==> config.mk <==
export PLATFORM = sky130hd
export DESIGN_NAME = game_ctrl
export DESIGN_NICKNAME = d
export VERILOG_FILES = /design/src/rtl/trex_pkg.sv /design/src/rtl/btn_debounce.sv /design/src/rtl/game_ctrl.sv
export SDC_FILE = /design/constraint.sdc
export NUM_CORES = 1
export LEC_CHECK = 0
export BUFFER_PORTS_ARGS = -buffer_cell sky130_fd_sc_hd__buf_2
export CORE_MARGIN = 2
export CORE_UTILIZATION = 56
export CTS_CLUSTER_SIZE = 24
export DETAILED_ROUTE_END_ITERATION = 16
export GPL_ROUTABILITY_DRIVEN = 0
export PLACE_DENSITY_LB_ADDON = 0.15
export SLEW_MARGIN = 20
export SYNTH_ARGS = -nofsm -noshare
export SYNTH_HDL_FRONTEND = slang
export SYNTH_HIERARCHICAL = 1
export SYNTH_SLANG_ARGS = --single-unit
==> constraint.sdc <==
create_clock -name clk -period 1.7 [get_ports clk]
set_input_delay 0.34 -clock clk [delete_from_list [all_inputs] [get_ports clk]]
set_output_delay 0.34 -clock clk [all_outputs]
set_load 0.01 [all_outputs]
==> src/rtl/trex_pkg.sv <==
// trex_pkg: shared timebase constants and game state encoding
package trex_pkg;
  localparam int CLK_PER_FRAME = 4;
  localparam int FPS = 60;
  typedef enum logic [1:0] {IDLE, RUNNING, CRASHED} game_state_t;
endpackage

==> src/rtl/btn_debounce.sv <==
// btn_debounce: synchronizes and debounces the button, emitting a one-cycle press on each debounced rising edge
module btn_debounce #(
  parameter int DEBOUNCE = 16
) (
  input  logic clk,
  input  logic rst,
  input  logic btn,
  output logic press
);
  localparam int CW = $clog2(DEBOUNCE + 1);
  logic s1_q, s2_q, db_q, dbp_q, press_q, db_d, flip;
  logic [CW-1:0] cnt_q, cnt_d;
  always_comb begin
    flip = (s2_q != db_q) && (cnt_q == CW'(DEBOUNCE - 1));
    cnt_d = (s2_q != db_q && !flip) ? cnt_q + 1'b1 : '0;
    db_d = db_q ^ flip;
  end
  always_ff @(posedge clk or posedge rst)
    if (rst) begin
      {s1_q, s2_q, db_q, dbp_q, press_q} <= '0;
      cnt_q <= '0;
    end else begin
      s1_q <= btn;
      s2_q <= s1_q;
      cnt_q <= cnt_d;
      db_q <= db_d;
      dbp_q <= db_q;
      press_q <= db_q & ~dbp_q;
    end
  assign press = press_q;
endmodule

==> src/rtl/game_ctrl.sv <==
// game_ctrl: frame/second timebase, speed ramp and idle/running/crashed sequencing for trex
module game_ctrl
  import trex_pkg::*;
#(
  parameter int INIT_SPEED = 6,
  parameter int MAX_SPEED = 13,
  parameter int SPEEDUP_SEC = 5,
  parameter int DEBOUNCE = 16,
  parameter int RESTART_SEC = 1
) (
  input  logic       clk,
  input  logic       rst,
  input  logic       btn,
  input  logic       hit,
  output logic [5:0] timer,
  output logic [3:0] speed,
  output logic       jump,
  output logic       crash,
  output logic       restart,
  output logic       running
);
  localparam int FW = $clog2(CLK_PER_FRAME);
  localparam int SW = $clog2(SPEEDUP_SEC + 1);
  localparam int HW = $clog2(RESTART_SEC + 2);
  logic [FW-1:0] fc_q;
  logic [5:0] timer_q;
  game_state_t state_q, state_d;
  logic [SW-1:0] sec_cnt_q, sec_cnt_d;
  logic [HW-1:0] hold_q, hold_d;
  logic [3:0] speed_q, speed_d;
  logic jump_q, jump_d, restart_q, restart_d, press, tick, sec, step;
  btn_debounce #(.DEBOUNCE(DEBOUNCE)) u_db (
    .clk(clk),
    .rst(rst),
    .btn(btn),
    .press(press)
  );
  assign tick = fc_q == FW'(CLK_PER_FRAME - 1);
  assign sec = tick && timer_q == 6'(FPS - 1);
  assign step = sec && sec_cnt_q == SW'(SPEEDUP_SEC - 1);
  always_ff @(posedge clk or posedge rst)
    if (rst) begin
      fc_q <= '0;
      timer_q <= '0;
    end else begin
      fc_q <= tick ? '0 : fc_q + 1'b1;
      timer_q <= sec ? '0 : tick ? timer_q + 6'd1 : timer_q;
    end
  always_comb begin
    state_d = state_q;
    sec_cnt_d = sec_cnt_q;
    hold_d = hold_q;
    speed_d = speed_q;
    jump_d = 1'b0;
    restart_d = 1'b0;
    case (state_q)
      IDLE: begin
        speed_d = 4'(INIT_SPEED);
        state_d = press ? RUNNING : IDLE;
        jump_d = press;
      end
      RUNNING:
        if (hit) state_d = CRASHED;
        else begin
          jump_d = press;
          sec_cnt_d = step ? '0 : sec ? sec_cnt_q + 1'b1 : sec_cnt_q;
          speed_d = (step && speed_q < 4'(MAX_SPEED)) ? speed_q + 4'd1 : speed_q;
        end
      CRASHED:
        if (press && hold_q == HW'(RESTART_SEC)) begin
          restart_d = 1'b1;
          state_d = IDLE;
          speed_d = 4'(INIT_SPEED);
          sec_cnt_d = '0;
          hold_d = '0;
        end else if (sec && hold_q != HW'(RESTART_SEC)) hold_d = hold_q + 1'b1;
      default: state_d = IDLE;
    endcase
  end
  always_ff @(posedge clk or posedge rst)
    if (rst) begin
      state_q <= IDLE;
      sec_cnt_q <= '0;
      hold_q <= '0;
      speed_q <= 4'(INIT_SPEED);
      jump_q <= 1'b0;
      restart_q <= 1'b0;
    end else begin
      state_q <= state_d;
      sec_cnt_q <= sec_cnt_d;
      hold_q <= hold_d;
      speed_q <= speed_d;
      jump_q <= jump_d;
      restart_q <= restart_d;
    end
  assign timer = timer_q;
  assign speed = speed_q;
  assign jump = jump_q;
  assign restart = restart_q;
  assign crash = state_q == CRASHED;
  assign running = state_q == RUNNING;
endmodule
# After elaboration in Yosys (flattened, before gate mapping)
# Index checks and enable logic that the tools add are counted.
[word_totals]
ff_bits = 31
latchBits = 0
ramBits = 0
mem_bits_ro = 0
in_bits = 4
n_memories = 0
[op_classes]
add_sub_neg = 6
mul = 0
n_div = 0
n_lt_le_gt_ge = 1
eq_ne = 14
shifts = 0
n_mux = 23
n_bitwise = 3
reduce_logical = 17
[op_table]
columns = ["op", "count"]
rows = [
  ["$mux W3", 4],
  ["$mux W4", 3],
  ["$mux W6", 2],
  ["$pmux W4 S3", 1],
  ["$mux W2", 5],
  ["$reduce_and A4 Y1", 2],
  ["$logic_and A1 B1 Y1", 7],
  ["$add A6 B1 Y6 const B", 1],
  ["$eq A6 B6 Y1 const B", 1],
  ["$ne A2 B1 Y1 const B", 3],
  ["$pmux W2 S3", 1],
  ["$pmux W3 S2", 1],
  ["$reduce_bool A2 Y1", 3],
  ["$add A5 B1 Y5 const B", 1],
  ["$eq A5 B4 Y1 const B", 1],
  ["$mux W5", 1],
  ["$add A2 B1 Y2 const B", 2],
  ["$add A4 B1 Y4 const B", 1],
  ["$eq A2 B1 Y1 const B", 2],
  ["$eq A2 B2 Y1 const B", 2],
  ["$lt A4 B4 Y1 const B", 1],
  ["$mux W1", 4],
  ["$ne A2 B2 Y1 const B", 2],
  ["$reduce_and A2 Y1", 2],
  ["other kinds (11)", 11],
]

# Longest topological paths before layout
[logic_depth]
depth_word = 7
mapped_depth = 6
ltp_nobuf = 6

# Cells and area by module
# Netlist, hierarchy kept.
[modules_own_cells]
columns = ["module", "instances", "cells_per_inst", "area_per_inst_um2", "seq_area_each_um2"]
rows = [
  ["game_ctrl", 1, 102, 1113.6, 528.0],
  ["btn_debounce", 1, 28, 366.6, 250.2],
]

# Least setup slack after synthesis
# Ideal clock, no wire load.
[synth_path]
kind = "register -> register"
startpoint = "register speed_q[1], in the netlist speed[1]"
endpoint = "register speed_q[2], in the netlist speed[2]"
setup_time_ps = 79
t_arrival_ps = 1536
required_time_ps = 1621
setup_slack_ps = 86
path_stages_with_launch = 7
n_path_buf = 0
cell_sequence = "dfstp_2 inv_1 ha_1 and3b_1 nor4b_1 a211o_1 o211a_1"
[synth_via]
elab_chain_len = 4
word_cells_on_any_way = 8
cone_classes = "add/sub (1); order compare (1); eq/ne (1); mux (3); reduce/logical (2)"
[synth_rtl]
columns = ["item", "line", "rtl"]
rows = [
  ["start, declared", "game_ctrl.sv:30", "logic [3:0] speed_q, speed_d;"],
  ["start signal, assigned", "game_ctrl.sv:85", "speed_q <= 4'(INIT_SPEED);"],
  ["start signal, assigned", "game_ctrl.sv:92", "speed_q <= speed_d;"],
  ["$add A4 B1 Y4 or $lt A4 B4 Y1 (tied branches)", "game_ctrl.sv:67", "speed_d = (step && speed_q < 4'(MAX_SPEED)) ? speed_q + 4'd1 : speed_q;"],
  ["$mux W4 or $logic_and A1 B1 Y1 (tied branches)", "game_ctrl.sv:67", ""],
  ["$mux W4 or $ne A2 B1 Y1 (tied branches)", "-", ""],
  ["$pmux W4 S3 or $reduce_and A4 Y1 (tied branches)", "-", ""],
]
# Parallel ways exist; a longest one is shown, timed or not. The select of a mux whose other input is x is not followed.
# A chain may end at the register's enable or synchronous reset.

# Worst setup path after layout
[layout_path]
startpoint = "register state_q[1]"
endpoint = "output running"
[layout_via]
elab_chain_len = 1
[layout_rtl]
columns = ["item", "line", "rtl"]
rows = [
  ["start, declared", "game_ctrl.sv:27", "game_state_t state_q, state_d;"],
  ["start signal, assigned", "game_ctrl.sv:89", "state_q <= state_d;"],
  ["$eq A2 B1 Y1", "game_ctrl.sv:101", "assign running = state_q == RUNNING;"],
  ["end, declared", "game_ctrl.sv:20", "output logic running"],
]
# Every way passes these cells.

==> flow_metrics.tcl <==
set metrics [dict create \
    insertion_delay_ns 0.33 \
    p_leak_uw 0.000816 \
    place_ws_ns 0.0289 \
    drv_cap 0 \
    layout-drive-gt1-share_pct 29.4 \
    grt_pass1_vias 1079 \
    reg2reg_to "speed[2]" \
    hp-class "in2reg" \
    fp.dieArea_um2 3070 \
    startpoint_type "register" \
    netlist_instances 130 \
    cts_tree "built" \
    critPathMaxFanout 7 \
    port_buffers 17 \
    holdPathStages 1 \
    avgSynthCellArea_um2 11.4 \
    grt_max_degree 22 \
    critPathTopFamily "flip-flops" \
    critPathKind "reg2out" \
    comb_power_share_pct 5.1 \
    ioPinCount 18 \
    relSlewSlack_pct 63.9 \
    dpl.cell_count 182 \
    slew_violations 0 \
    netlist_area_um2 1480 \
    grt_first_pass_wirelength_mm 4.85 \
    yosysSeqAreaShare_pct 52.6 \
    fin_cells 190 \
    cts.sinks 31 \
    worst_slew_pin_slew_ns 0.536 \
    r2r_setup_slack_ns 0.08 \
    layout_common_cells "dfrtp_1, buf_2, inv_1, nor2_1" \
    drc 0 \
    final-hold-violation-count 0 \
    area_delta_synth_final_pct 18.6 \
    gr-usage-all-layers_pct 20.4 \
    fin_setup_tns_ns 0 \
    p_switching_uw 300 \
    arrival_ns 1.28 \
    synthFlopType "dfrtp_1" \
    synth_async_sr_flop_share_pct 100 \
    ir_drop_mv 0.700 \
    synth_cell_types 44 \
    post_cts_buffers 0 \
    required_ns 1.36 \
    synth_edf_count 0 \
    rsz0062_at_grt "no" \
    critical_path_buf_inv_count 1 \
    min_from "btn" \
    whs_endpoint "u_db/s1_q" \
    cts_buffers 5 \
    ys_top_cells_by_area "dfrtp_1, ha_1, dfstp_2" \
    min_period_ns 1.62 \
    power.density_nw_per_um2 784 \
    endpoint_kind "output pin" \
    clk_path_buf_depth 2 \
    yosys_register_bits 31 \
    die_h_um 55.4 \
    dr_total_vias 1093 \
    ant_nets 0 \
    rows 18 \
    finClkSkew_ns 0.00129 \
    n_antenna_cell 0 \
    total_power_uw 1380 \
    core_um2 2500 \
    routedWlPerCell_um 14.7 \
    drt_iter0_drc 30 \
    clk_pin_slew_worst_paths_ns 0.09 \
    r2r_start "speed[1]" \
    final_common_cell "dfrtp_1" \
    synth_warnings 6 \
    grt_antenna_before_repair 0 \
    finalCritPeriodShare_pct 95.4 \
    clock-root-buffer "clkbuf_4" \
    pwr-share-clk_pct 39.6 \
    die_x_um 55.4 \
    totalWireLength_mm 2.79 \
    overflow 0 \
    worstPathCellList "and2b_1 > buf_2" \
    seqPwrFrac_pct 55.2 \
    cpMaxStageDelayCell "dfrtp_1" \
    cpPeakStageDelay_ns 0.42 \
    status "finished, final reports clean" \
    setup_viol 0 \
    synth_largest_area_cell "dfrtp_1" \
    r2r_cells 6 \
    synth_top_cell_area_share_pct 49.0 \
    nets 172 \
    hpwl_mm 1.98 \
    synth.net_count 142 \
    vias_per_cell 5.75 \
    cts_max_level 2 \
    switching_share_pct 21.8 \
    max_freq_mhz 616 \
    internal_power_uw 1080 \
    dr.pass1.iters 4 \
    start_util_pct 59.2 \
    fin_ws_ns 0.0779 \
]
-- worst max path at each step --
stage | startpoint | to | slack, ns | depth (start not counted)
floorplan | speed[1] | speed[2] | 0.09 | 6
global placement | speed[1] | speed[2] | 0.09 | 6
detailed placement | sec_cnt_q[0] | speed[3] | 0.03 | 6
CTS | sec_cnt_q[0] | speed[3] | 0.003 | 6
global route | state_q[1] | running | 0.005 | 2
finish | state_q[1] | running | 0.08 | 2
-- sequential cells by signal, summed over array words and instances (netlist names), 2 cells and up, named ones only --
| register | count |
|---|---|
| u_db/cnt_q | 5 |
| speed | 4 |
| timer | 6 |
| state_q | 2 |
| fc_q | 2 |
| hold_q | 2 |
| sec_cnt_q | 3 |
-- layer usage --
layer / share of wire, % / GRT usage, % / up-vias
li1: - / - / 519
met1: 45 / 25.7 / 530
met2: 48 / 32.0 / 38
met3: 5.4 / 7.26 / 6
met4: 0.93 / 8.01 / 0
met5: 0 / 0 / -
-- Yosys cell counts, types with 2 or more instances --
library cell,number
o211ai_1,2
a21oi_1,3
nand2b_1,2
ha_1,8
o21a_1,3
a211o_1,2
nand3b_1,3
o21ai_0,4
inv_1,13
nand2_1,6
nor2_1,11
dfrtp_1,29
a31oi_1,2
mux2_2,2
dfstp_2,2
nand4_1,5
xor2_1,4
nand3_1,2
o31ai_1,2
-- timing repair --
action                                 in CTS  in global routing
hold buffers                                1                  0
endpoints found under the hold margin      10                  0
setup endpoints to repair                   0                  3
gates resized for setup                     0                  8
-- power groups by stage --
stage / sequential [uW] / clock [uW] / combinational, uW
after detailed placement: 773 / 0 / 68.6
after global routing: 762 / 595 / 81.1
after global placement: 772 / 0 / 65.8
after CTS: 759 / 558 / 70.4
final: 760 / 545 / 70.6
after floorplan: 771 / 0 / 44.3
-- cells by family after synthesis --
kind of cell | Yosys count | share of synthesized area, %
xor gates and xnor gates | 5 | 2.96
DFF | 31 | 52.6
buffers and inverters | 15 | 4.14
adders and majority gates | 8 | 6.76
muxes | 4 | 2.96
and+or+nand+nor | 42 | 18.8
AOI/OAI and AO/OA | 25 | 11.8
-- cell type report --
cell class                 instances  area (um2)
clock buffer                       6        41.3
clock inverter                     1        30.0
tap                               30        37.5
multi-input combinational         84         671
inverter                          13        48.8
sequential                        31         779
timing repair buffer              25         148
fill                             180         744
-- per-stage QoR --
stage                     area, um2  hold WS (ns)  util [%]
final                          1760         0.112      70.2
after global routing           1760        0.0944      70.2
after CTS                      1720         0.100      69.0
after detailed placement       1640         0.338      65.7
after global placement         1640         0.327      65.7
after floorplan                1480         0.180         -
No activity file was read; power rests on OpenSTA's default activity.
